**src/rtl/paced_tx_fifo.sv**
```systemverilog
// Paced transmit FIFO: buffers words and hands them to the UART at most once per PACE_CYCLES.
// Optional PACED_FIFO_STATS_EN adds sticky overflow and a saturating drop counter.
module paced_tx_fifo #(
  parameter int DATA_W      = 8,
  parameter int DEPTH       = 64,
  parameter int PACE_CYCLES = 26100,
  parameter int AF_MARGIN   = 4,
  localparam int AW         = $clog2(DEPTH)
) (
  input  logic              clk,
  input  logic              rst,
  input  logic              wr_en,
  input  logic [DATA_W-1:0] data_in,
  input  logic              tx_busy,
  output logic [DATA_W-1:0] data_out,
  output logic              rd_en,
  output logic              empty,
  output logic              full,
  output logic              almost_full,
`ifdef PACED_FIFO_STATS_EN
  output logic              overflow,
  output logic [15:0]       drop_cnt,
`endif
  output logic [AW:0]       level
);

  localparam int PW = (PACE_CYCLES > 1) ? $clog2(PACE_CYCLES) : 1;
  localparam logic [AW:0]   FULL_LVL = (AW+1)'(DEPTH);
  localparam logic [AW:0]   AF_LVL   = (AW+1)'(DEPTH - AF_MARGIN);
  localparam logic [PW-1:0] PACE_RLD = PW'(PACE_CYCLES - 1);

  logic [DATA_W-1:0] mem [DEPTH];

  logic [AW-1:0]     wr_ptr_q, wr_ptr_d;
  logic [AW-1:0]     rd_ptr_q, rd_ptr_d;
  logic [AW:0]       level_q, level_d;
  logic [PW-1:0]     pace_cnt_q, pace_cnt_d;
  logic [DATA_W-1:0] data_out_q, data_out_d;
  logic              rd_en_q, rd_en_d;
  logic              wr_ok, issue;

  // Flags come from the registered level, so a write while full is refused even if a read issues.
  always_comb begin
    empty       = (level_q == '0);
    full        = (level_q == FULL_LVL);
    almost_full = (level_q >= AF_LVL);
    wr_ok       = wr_en && !full;
    issue       = !empty && !tx_busy && (pace_cnt_q == '0);

    wr_ptr_d   = wr_ok ? wr_ptr_q + AW'(1) : wr_ptr_q;
    rd_ptr_d   = issue ? rd_ptr_q + AW'(1) : rd_ptr_q;
    data_out_d = issue ? mem[rd_ptr_q] : data_out_q;
    rd_en_d    = issue;

    level_d = level_q;
    case ({wr_ok, issue})
      2'b10:   level_d = level_q + (AW+1)'(1);
      2'b01:   level_d = level_q - (AW+1)'(1);
      default: level_d = level_q;
    endcase

    pace_cnt_d = pace_cnt_q;
    if (issue)                 pace_cnt_d = PACE_RLD;
    else if (pace_cnt_q != '0) pace_cnt_d = pace_cnt_q - PW'(1);
  end

  always_ff @(posedge clk) begin
    if (rst) begin
      wr_ptr_q   <= '0;
      rd_ptr_q   <= '0;
      level_q    <= '0;
      pace_cnt_q <= '0;
      data_out_q <= '0;
      rd_en_q    <= 1'b0;
    end else begin
      wr_ptr_q   <= wr_ptr_d;
      rd_ptr_q   <= rd_ptr_d;
      level_q    <= level_d;
      pace_cnt_q <= pace_cnt_d;
      data_out_q <= data_out_d;
      rd_en_q    <= rd_en_d;
    end
  end

  always_ff @(posedge clk) begin
    if (wr_ok) mem[wr_ptr_q] <= data_in;
  end

  assign data_out = data_out_q;
  assign rd_en    = rd_en_q;
  assign level    = level_q;

`ifdef PACED_FIFO_STATS_EN
  logic        overflow_q, overflow_d;
  logic [15:0] drop_cnt_q, drop_cnt_d;
  logic        drop;

  always_comb begin
    drop       = wr_en && full;
    overflow_d = overflow_q | drop;
    drop_cnt_d = (drop && drop_cnt_q != 16'hFFFF) ? drop_cnt_q + 16'd1 : drop_cnt_q;
  end

  always_ff @(posedge clk) begin
    if (rst) begin
      overflow_q <= 1'b0;
      drop_cnt_q <= '0;
    end else begin
      overflow_q <= overflow_d;
      drop_cnt_q <= drop_cnt_d;
    end
  end

  assign overflow = overflow_q;
  assign drop_cnt = drop_cnt_q;
`endif

endmodule

```
**config.mk**
```make
export PLATFORM = sky130hd
export DESIGN_NAME = paced_tx_fifo
export DESIGN_NICKNAME = d
export VERILOG_FILES = /design/src/rtl/paced_tx_fifo.sv
export SDC_FILE = /design/constraint.sdc
export NUM_CORES = 1
export LEC_CHECK = 0
export ABC_AREA = 1
export CAP_MARGIN = 30
export CORE_MARGIN = 2
export CORE_UTILIZATION = 40
export DETAILED_ROUTE_END_ITERATION = 10
export REMOVE_ABC_BUFFERS = 1
export SLEW_MARGIN = 20
export SYNTH_ARGS = -nofsm -noshare
export SYNTH_HDL_FRONTEND = slang
export SYNTH_SLANG_ARGS = --single-unit
export TNS_END_PERCENT = 5
```
**constraint.sdc**
```tcl
create_clock -name clk -period 2.7 [get_ports clk]
set_clock_uncertainty 0.05 [all_clocks]
set_input_delay 0.27 -clock clk [delete_from_list [all_inputs] [get_ports clk]]
set_output_delay 0.27 -clock clk [all_outputs]
set_load 0.02 [all_outputs]
```
* After elaboration in Yosys (flattened, before gate mapping)
Memory sizes are Yosys's and may differ from the RTL's. A register that Yosys moved wholly into a read port is not among the register bits. Cells that the tools add are included.
Word-level totals: flip-flop bits (word level) 35, bits in latches 0, bits in writable memories 512, memory bits (read-only) 0, bits of input ports 12, output and inout bits 19, memories 1
Cells by class: add/sub/neg operators 5, multiply operators 0, divide/modulo/power cells 0, $lt $le $gt $ge 1, equal/unequal tests 3, shifts and indexed selects 0, muxes and demuxes 5, bitwise logic cells 0, reduce and logical (&&, ||, !) cells 12
Memory list:
- mem | words 64, width 8, rd ports 1, clocked after memory_dff 1, wr ports 1, line 32 | logic [DATA_W-1:0] mem [DEPTH];
Operators by type and width (number):
- $mux W15 | 2
- $logic_not A15 Y1 | 1
- $reduce_bool A15 Y1 | 1
- $sub A15 B1 Y15 const B | 1
- $pmux W7 S2 | 1
- $add A6 B1 Y6 const B | 2
- $add A7 B1 Y7 const B | 1
- $eq A7 B7 Y1 const B | 1
- $ge A7 B6 Y1 const B | 1
- $logic_not A7 Y1 | 1
- $sub A7 B1 Y7 const B | 1
- $reduce_bool A2 Y1 | 2
- $logic_and A1 B1 Y1 | 3
- $logic_not A1 Y1 | 3
- $eq A2 B1 Y1 const B | 1
- $eq A2 B2 Y1 const B | 1
- $mux W1 | 2
- $reduce_or A2 Y1 | 1

* Logic depth before layout (Yosys ltp)
Gate-level depths: netlist of the first run.
depth in word-level cells 6, mapped depth 20, gate-level depth less buffers 19

* Worst setup path after synthesis of the first run
OpenSTA, ideal clock, no wires.
path type register to register, start point register level_q[6], in the netlist level[6], end point register level_q[4], in the netlist level[4], setup time 116 ps, arrival 2596 ps, data required time 2534 ps, setup slack -62 ps, stages on the path, launching flop included 15, cells stage by stage dfxtp_1 -> inv_1 -> nor3_1 -> nor2_1 -> inv_1 -> ha_1 -> buf_2 -> xor2_1 -> ha_1 -> inv_1 -> nand2_1 -> a21oi_1 -> xor2_1 -> o21ai_0 -> inv_1
RTL lines:
- start: declaration | line 36 | logic [AW:0] level_q, level_d;
- start signal: assignment | line 78 | level_q <= level_d;
- $eq A7 B7 Y1 * | line 45 | full = (level_q == FULL_LVL);
- named net full | line 18 | output logic full,
- $logic_not A1 Y1 * | line 47 | wr_ok = wr_en && !full;
- $logic_and A1 B1 Y1 * | line 47
- $eq A2 B1 Y1 or $eq A2 B2 Y1 (tied branches) | line 56 | case ({wr_ok, issue})
- $pmux W7 S2 or $reduce_bool A2 Y1 (tied branches)
The timed path passes the listed nets; every way through them passes the cells marked *. A chain may end at the register's enable or synchronous reset.

* Final worst setup path of the first run
start point register level_q[5], in the netlist level[5], end point output port full
On the way: word-level cells in the longest chain between the ends 1
RTL lines (line):
- $eq A7 B7 Y1 | 45
- end: declaration | 18
No other way between the ends.

==> results.json, run 1 <==
{
  "io_pins": 31,
  "wire_per_inst_um": 19.03,
  "yosysTopAreaCellShare_pct": 64.28,
  "cts_tree": "yes",
  "globalplace.congestion": 0.8846,
  "ant_nets": 0,
  "antenna_found_initial": 2,
  "clockRootBuffer": "clkbuf_16",
  "final_hold_viol_count": 0,
  "required_ps": 2380,
  "slew_violations": 0,
  "cp_slowest_cell": "clkdlybuf4s50_1",
  "cap_violations": 0,
  "worst_setup_path_start_kind": "register",
  "cts_buffers": 57,
  "syn-cell-area_sq_um": 23920,
  "worstMarginPinSlew_ps": 675.6,
  "ys.warnings.count": 0,
  "fin_crit_ps": 2513,
  "first_pass_iters": 5,
  "dpl.hpwl_um": 38560,
  "worstSkewPairLatency_ps": 620,
  "syn_avg_cell_area_sq_um": 10.19,
  "post-route-util_pct": 46.98,
  "cp-end-kind": "primary output",
  "synthToLayoutAreaGrowth_pct": 15.93,
  "die_area_sq_um": 61770,
  "netlist.top_cell.by_area": "edfxtp_1",
  "cp.arrival_ps": 2190,
  "crit_buf_inv": 2,
  "overflow": 0,
  "die_w_um": 248.5,
  "synth_cell_types": 33,
  "fmax_ghz": 0.3979,
  "ff2ff_setup_slack_ps": 190,
  "drive_gt1_share_pct": 9.940,
  "placed_cells": 3167,
  "path_cells": "inv_1 -> nand2_1 -> nor3_1 -> clkdlybuf4s50_1",
  "hp-class": "in -> reg",
  "path_class": "reg -> out",
  "die_h_um": 248.5,
  "cp_max_fo": 4,
  "place_ws_ps": -35.56,
  "whs_ps": 143.5,
  "rr_worst_depth": 19,
  "clkTransAtPathRegs_ps": 60,
  "synth_area_leaders": "edfxtp_1, nand2_1, nand3_1",
  "finalSetupTns_ps": 0,
  "numPortBuffers": 30,
  "first_iter_violations": 1572,
  "holdPathStages": 2,
  "period_share_pct": 93.09,
  "num-nets-final": 2477,
  "cpPeakStageDelay_ps": 700,
  "start_util_pct": 40.53,
  "total_power_mw": 20.43,
  "grt_max_degree": 98,
  "cts.sinks": 555,
  "cp.depth": 4,
  "rsz0062_at_grt": "no",
  "grt_pass1_vias": 16360,
  "grt_pass1_wl_um": 96320,
  "maxSlewHeadroom_pct": 54.68,
  "cts-htree-levels": 2,
  "routed_via_density": 5.044,
  "drc": 0,
  "p_leak_nw": 11.06,
  "ys_ff_latch": 555,
  "placed_area_sq_um": 25800,
  "setup_viol": 0,
  "grt_usage_pct": 20.21,
  "diodes": 0,
  "status": "finished clean",
  "powerDensity_nw_per_um2": 737.0,
  "clockBufferDepth": 3,
  "core_area_sq_um": 59020,
  "yosysSeqAreaShare_pct": 67.88,
  "totalWireLength_um": 62390,
  "fillers": 5376,
  "rows": 89,
  "vdd_ir_drop_max_mv": 0.5240,
  "layout_setup_ws_ps": 186.6,
  "fin_area_sq_um": 27730,
  "via_count": 16540,
  "worst_path_dominant_cell_family": "buffers and inverters",
  "finalNonFillerCells": 3278,
  "syn_inst": 2347
}
==> area by class of cell <==
type                    instances  area, sq um  share of cell area, %
flip-flops and latches        555        16240                  58.58
multi-input cells            1410         6188                  22.32
clock buffers                  69         1519                  5.478
repair buffers                161         1466                  5.289
inverters                     273         1031                  3.718
well taps                     773        967.2                  3.488
clock inverters                37        311.5                  1.124
==> what timing repair did <==
action / 4_1_cts / 5_1_grt
hold buffers: 1 / 0
pin swaps: 0 / 2
endpoints found under the hold margin: 4 / 0
setup endpoints to repair: 2 / 5
gates resized for setup: 1 / 10
setup buffers: 0 / 3
==> cells in the mapped netlist <==
cell type and n:
buf_4 4, inv_2 3, a21oi_1 49, nand3_1 303, a211oi_1 1, and3_1 8, nand3_2 1, a31oi_1 1
nor3_1 10, o21ai_0 42, xnor2_1 6, buf_2 66, nor2_4 1, nor2_1 163, nor2b_1 1, o211ai_1 24
o41ai_1 1, nor3_2 2, nand4_1 12, clkinv_1 4, nand2_2 2, nand2_1 760, dfxtp_1 43, nor3b_1 1
edfxtp_1 512, xor2_1 11, inv_1 266, nor2_2 3, nor4_1 1, ha_1 7, buf_1 14, clkbuf_1 24
buf_6 1
==> placed cells by master, fill, tap and decap left out, drive strengths merged, types with 8 or more instances in the layout <==
cell type / netlist / routed
inv: 269 / 271
buf: 85 / 138
edfxtp: 512 / 512
clkdlybuf4s50: 0 / 22
nor3: 12 / 12
and3: 8 / 8
nand3: 304 / 304
nand2: 762 / 762
nor2: 167 / 167
a21oi: 49 / 49
o21ai: 42 / 42
clkbuf: 24 / 69
nand4: 12 / 12
o211ai: 24 / 24
clkinv: 4 / 31
xor2: 11 / 11
dfxtp: 43 / 43
==> worst paths after layout <==
kind,startpoint,end
setup / recovery,level[5],full
hold / removal,data_in[5],mem[6][5]
setup reg to reg,pace_cnt_q[1],level[6]
hold reg to reg,data_out[3],data_out[3]
==> flip-flops by register name, summed over array words and instances, names as in the netlist <==
signal and flops:
data_out 8, level 7, mem 512, pace_cnt_q 15, rd_en 1, rd_ptr_q 6
wr_ptr_q 6
==> per-layer routing <==
metal / part of all wire (%) / global-route usage [%] / wire (um) / vias up
met5: 0.037 / 0 / 23 / -
met4: 3.2 / 7.049 / 1993 / 4
met3: 7.0 / 4.198 / 4367 / 123
met2: 46 / 32.63 / 28970 / 528
met1: 43 / 27.11 / 27030 / 7888
li1: - / - / - / 7992
==> where the power goes <==
| group | total [mW] | internal [mW] | leakage (nW) | switching, mW |
|---|---|---|---|---|
| logic | 3.04 | 1.01 | 5.20 | 2.03 |
| registers | 9.72 | 9.55 | 4.96 | 0.165 |
| clock network | 7.67 | 4.38 | 0.897 | 3.29 |
| total | 20.4 | 14.9 | 11.1 | 5.48 |
==> cell families after synthesis <==
| group | share of synthesized area [%] |
|---|---|
| flops | 67.88 |
| fa+ha+maj | 0.3662 |
| compound gates | 2.752 |
| xor+xnor | 0.6225 |
| buf+inv | 6.434 |
| simple gates | 21.95 |
Note: power is estimated with default switching activity, not from simulation.
==> inputs of run 2 (changes only) <==
CORE_MARGIN = 5   (was 2)
SLEW_MARGIN = not set   (was 20)
TNS_END_PERCENT = 20   (was 5)
==> run 2 against run 1 <==
  * First-iteration DRC count is 5.7% higher
  * Global-route usage is 0.94 points lower
  * Via count is 0.62% higher
  * Clock power is 2% higher
  * Register-to-register slack hardly changed
  * Critical path type is now reg -> reg
  * Flip-flop and latch count stayed put
  * Setup slack better by 4.6 ps
  * Sequential power hardly changed
  * Total power is 0.63% higher
  * Hold slack worse by 44 ps
==> results.json, run 2 (synthesis results as in run 1) <==
{
  "status": "finished clean",
  "die_w_um": 254.5,
  "overflow": 0,
  "p_int_mw": 15.12,
  "worst_setup_path_start_kind": "register",
  "cp-end-kind": "register",
  "period_share_pct": 92.92,
  "cts-htree-levels": 2,
  "seq_power_share_pct": 47.3,
  "hp-class": "in -> reg",
  "reg2reg_from": "rd_ptr_q[0]",
  "drive_gt1_share_pct": 9.697,
  "cp_max_fo": 57,
  "io_pins": 31,
  "final_hold_viol_count": 0,
  "path_class": "reg -> reg",
  "total_power_mw": 20.56,
  "final_cell_mix": "nand2_1, edfxtp_1, nand3_1",
  "ant_nets": 0,
  "dpl.hpwl_um": 38210,
  "maxSlewHeadroom_pct": 52.78,
  "required_ps": 3150,
  "grt_usage_pct": 19.27,
  "powerDensity_nw_per_um2": 741.1,
  "final_common_cell": "nand2_1",
  "clkTransAtPathRegs_ps": 60,
  "fin_crit_ps": 2509,
  "finalSetupTns_ps": 0,
  "synthToLayoutAreaGrowth_pct": 16.01,
  "worstSkewPairLatency_ps": 610,
  "ff2ff_setup_slack_ps": 190,
  "grt_pass1_vias": 16140,
  "p_leak_nw": 11.09,
  "fmax_ghz": 0.3986,
  "die_h_um": 254.5,
  "numPortBuffers": 30,
  "cap_violations": 0,
  "vdd_ir_drop_max_mv": 0.4413,
  "globalplace.congestion": 0.8810,
  "hp-start": "data_in[4]",
  "diodes": 0,
  "holdPathStages": 1,
  "num-nets-final": 2477,
  "antenna_found_initial": 0,
  "worstMarginPinSlew_ps": 703.9,
  "first_iter_violations": 1662,
  "slew_violations": 0,
  "power_frac_comb_pct": 14.7,
  "rows": 89,
  "first_pass_iters": 6,
  "rr_worst_depth": 10,
  "core_area_sq_um": 59130,
  "largest_reg_flops": 512,
  "die_area_sq_um": 64790,
  "grt_pass1_wl_um": 96320,
  "cp.arrival_ps": 2960,
  "grt_max_degree": 105,
  "p_sw_mw": 5.445,
  "regToRegEndpoint": "data_out[6]",
  "clockRootBuffer": "clkbuf_16",
  "cts.sinks": 555,
  "wire_per_inst_um": 19.05,
  "setup_viol": 0,
  "drc": 0,
  "largest_register": "mem",
  "cts_buffers": 58,
  "min_to": "mem[11][4]",
  "totalWireLength_um": 62450,
  "routed_via_density": 5.074,
  "cts_tree": "yes",
  "p_sw_share_pct": 26.48,
  "start_util_pct": 40.45,
  "via_count": 16640,
  "power.share.clock_pct": 37.9,
  "clockBufferDepth": 3
}
[run 2: worst max path at each step]
stage                              to  cells past startpoint  slack [ps]     startpoint
final                     data_out[6]                     10         190    rd_ptr_q[0]
after global routing         level[6]                     20         -10  pace_cnt_q[0]
after CTS                    level[6]                     19           3  pace_cnt_q[0]
after detailed placement     level[5]                     18         -30  pace_cnt_q[0]
after global placement       level[5]                     18          20  pace_cnt_q[0]
after floorplan           data_out[7]                     11       -7260    rd_ptr_q[0]
[run 2: power by group through the flow]
stage	Combinational (mW)	Sequential, mW	Clock, mW
after global placement	2.94	9.90	0
after global routing	3.40	9.74	8.35
after CTS	2.97	9.72	7.96
final	3.03	9.73	7.80
after detailed placement	2.95	9.91	0
after floorplan	1.85	10.1	0
[run 2: metal layers]
metal  track usage, %  vias to the layer above  share of wire (%)
li1                 -                     7988                  -
met1            28.38                     7979                 45
met2            30.09                      579                 46
met3            2.733                       91                7.1
met4            5.646                        0                2.5
met5                0                        -                  0
[run 2: timing repair]
action,in CTS,in global routing
setup endpoints to repair,2,4
pin swaps,0,3
hold endpoints to repair,1,0
buffers inserted,0,3
gates resized for setup,2,16
hold buffers,1,0
[run 2: cell type report]
type | count | area, sq um
inverters | 273 | 1036
fillers | 5392 | 31380
repair buffers | 160 | 1445
clock buffers | 86 | 1680
clock inverters | 22 | 180.2
flip-flops and latches | 555 | 16240
well taps | 773 | 967.2
multi-input cells | 1410 | 6195
[run 2: per-stage QoR]
stage	hold WS (ps)	instances	setup WS (ps)	util, %	cell area [sq um]
after floorplan	289.1	2238	-7255	-	23400
after global placement	395.1	3167	16.51	43.62	25790
after detailed placement	393.6	3167	-33.72	43.62	25790
after CTS	67.20	3276	3.018	46.78	27660
after global routing	79.05	3279	-13.32	46.92	27750
final	99.77	3279	191.2	46.92	27750
[run 2: critical path: stages (launching register included)]
cell,delay [ps]
dfxtp_4,610
inv_6,200
buf_12,240
o21ai_0,340
nand3_1,190
nand3_1,190
nand2_1,80
nand3_1,160
nand2_1,110
nand2_1,90
nand2_1,50
==> inputs of run 3 (changes only) <==
CELL_PAD_IN_SITES_DETAIL_PLACEMENT = 0   (was not set)
CELL_PAD_IN_SITES_GLOBAL_PLACEMENT = 2   (was not set)
PLACE_DENSITY_LB_ADDON = 0.1   (was not set)
==> run 3 against run 2 <==
  * Total power up 3.5%
  * Global-route usage up 1.8 points
  * Combinational power up 4%
  * Count of clock-buffer cells in the layout down 7
  * Die area unchanged
  * Largest cell class unchanged
==> results.json, run 3 (synthesis results as in run 1) <==
{
  "final_hold_viol_count": 0,
  "die_w_um": 254.5,
  "setup_viol": 0,
  "register_area_sq_um": 16240,
  "regToRegEndpoint": "level[4]",
  "grt_usage_pct": 21.11,
  "cts_buffers": 61,
  "path_class": "reg -> out",
  "rsz0062_at_grt": "no",
  "first_pass_iters": 5,
  "ant_nets": 0,
  "die_h_um": 254.5,
  "drive_gt1_share_pct": 10.52,
  "placed_cells": 3177,
  "cts.sinks": 555,
  "post-route-util_pct": 47.36,
  "clockRootBuffer": "clkbuf_16",
  "required_ps": 2380,
  "num-nets-final": 2487,
  "path_cells": "inv_1 -> o41ai_1 -> clkdlybuf4s50_1",
  "cts-htree-levels": 2,
  "totalWireLength_um": 67950,
  "powerDensity_nw_per_um2": 759.6,
  "hp-start": "data_in[0]",
  "reg2reg_from": "pace_cnt_q[1]",
  "dpl.hpwl_um": 42560,
  "clkTransAtPathRegs_ps": 60,
  "status": "finished clean",
  "core_area_sq_um": 59130,
  "globalplace.congestion": 0.8489,
  "cap_violations": 0,
  "antenna_found_initial": 0,
  "die_area_sq_um": 64790,
  "cp_slowest_cell": "clkdlybuf4s50_1",
  "period_share_pct": 94.45,
  "largest_register": "mem",
  "numPortBuffers": 30,
  "final_cell_mix": "nand2_1, edfxtp_1, nand3_1",
  "rows": 89,
  "synthToLayoutAreaGrowth_pct": 17.09,
  "via_count": 16420,
  "rr_worst_depth": 17,
  "cp-end-kind": "primary output",
  "p_leak_nw": 11.19,
  "worstSkewPairLatency_ps": 630,
  "hp-class": "in -> reg",
  "cp_max_fo": 4,
  "hold_buffers": 0,
  "first_iter_violations": 1297,
  "worstMarginPinSlew_ps": 742.1,
  "grt_pass1_vias": 16120,
  "io_pins": 31,
  "multiInputGateArea_sq_um": 6188,
  "drc": 0,
  "cts_tree": "yes",
  "fin_area_sq_um": 28010,
  "fillers": 5567,
  "largest_reg_flops": 512,
  "min_to": "mem[6][0]",
  "layout_setup_ws_ps": 149.9,
  "slew_violations": 0,
  "vdd_ir_drop_max_mv": 0.4990,
  "routed_via_density": 4.988,
  "final_common_cell": "nand2_1",
  "clockBufferDepth": 3,
  "overflow": 0,
  "finalNonFillerCells": 3292,
  "start_util_pct": 40.45,
  "diodes": 0,
  "maxSlewHeadroom_pct": 50.53,
  "wire_per_inst_um": 20.64,
  "place_ws_ps": 16.07,
  "cpPeakStageDelay_ps": 670,
  "worst_setup_path_start_kind": "register",
  "grt_pass1_wl_um": 102400,
  "fin_crit_ps": 2550,
  "cp.arrival_ps": 2230,
  "whs_ps": 52.60,
  "holdPathStages": 1,
  "fmax_ghz": 0.3921,
  "placed_area_sq_um": 25920,
  "grt_max_degree": 112,
  "ff2ff_setup_slack_ps": 220
}
-- run 3: cell count changes in the layout (fill, tap and decap cells not counted), moves of 3 or more --
| cell | before | now |
|---|---|---|
| clkbuf_1 | 19 | 13 |
| bufinv_16 | 3 | 7 |
| buf_4 | 112 | 116 |
| clkbuf_8 | 6 | 3 |
| clkinv_2 | 10 | 15 |
| clkinvlp_4 | 0 | 3 |
| buf_12 | 16 | 20 |
-- run 3: worst max path at each step --
| stage | slack, ps | start | end |
|---|---|---|---|
| after global routing | 4 | pace_cnt_q[1] | level[4] |
| final | 150 | level[2] | almost_full |
| after CTS | 4 | pace_cnt_q[0] | level[3] |
| after detailed placement | 20 | pace_cnt_q[0] | level[3] |
| after global placement | 30 | pace_cnt_q[0] | level[5] |
| after floorplan | -7260 | rd_ptr_q[0] | data_out[7] |
-- run 3: timing repair --
action / in CTS / in global routing
resized for setup: 1 / 16
setup buffers: 0 / 1
setup endpoints to repair: 2 / 5
pin swaps: 0 / 2
-- run 3: layout make-up --
| cell class | count | area share (%) |
|---|---|---|
| inverter | 273 | 3.704 |
| clock buffer | 79 | 5.951 |
| clock inverter | 35 | 1.287 |
| multi-input combinational | 1410 | 22.10 |
| timing repair buffer | 167 | 5.509 |
| tap | 773 | 3.454 |
| sequential | 555 | 58.00 |
-- run 3: routing by layer --
| metal | wire [um] | track usage, % |
|---|---|---|
| met3 | 3319 | 3.477 |
| met5 | 0 | 0 |
| met4 | 1841 | 5.707 |
| met2 | 31010 | 33.39 |
| met1 | 31780 | 30.59 |
-- run 3: report_power, final --
part	switching, mW	internal [mW]
Clock	3.43	5.00
Sequential	0.149	9.55
Combinational	2.10	1.04
Total	5.68	15.6
-- run 3: worst max-delay path, delay by kind of cell, from the launching register on --
kind | cells | cell delay (ps)
AO/OA/AOI/OAI | 1 | 410
buffers and inverters | 2 | 780
flip-flops | 1 | 420
-- run 3: per-stage QoR --
step	TNS [ps]	power (mW)
final	0	21.27
after global routing	0	22.27
after CTS	0	21.47
after detailed placement	0	13.00
after global placement	0	13.00
after floorplan	-81740	11.90
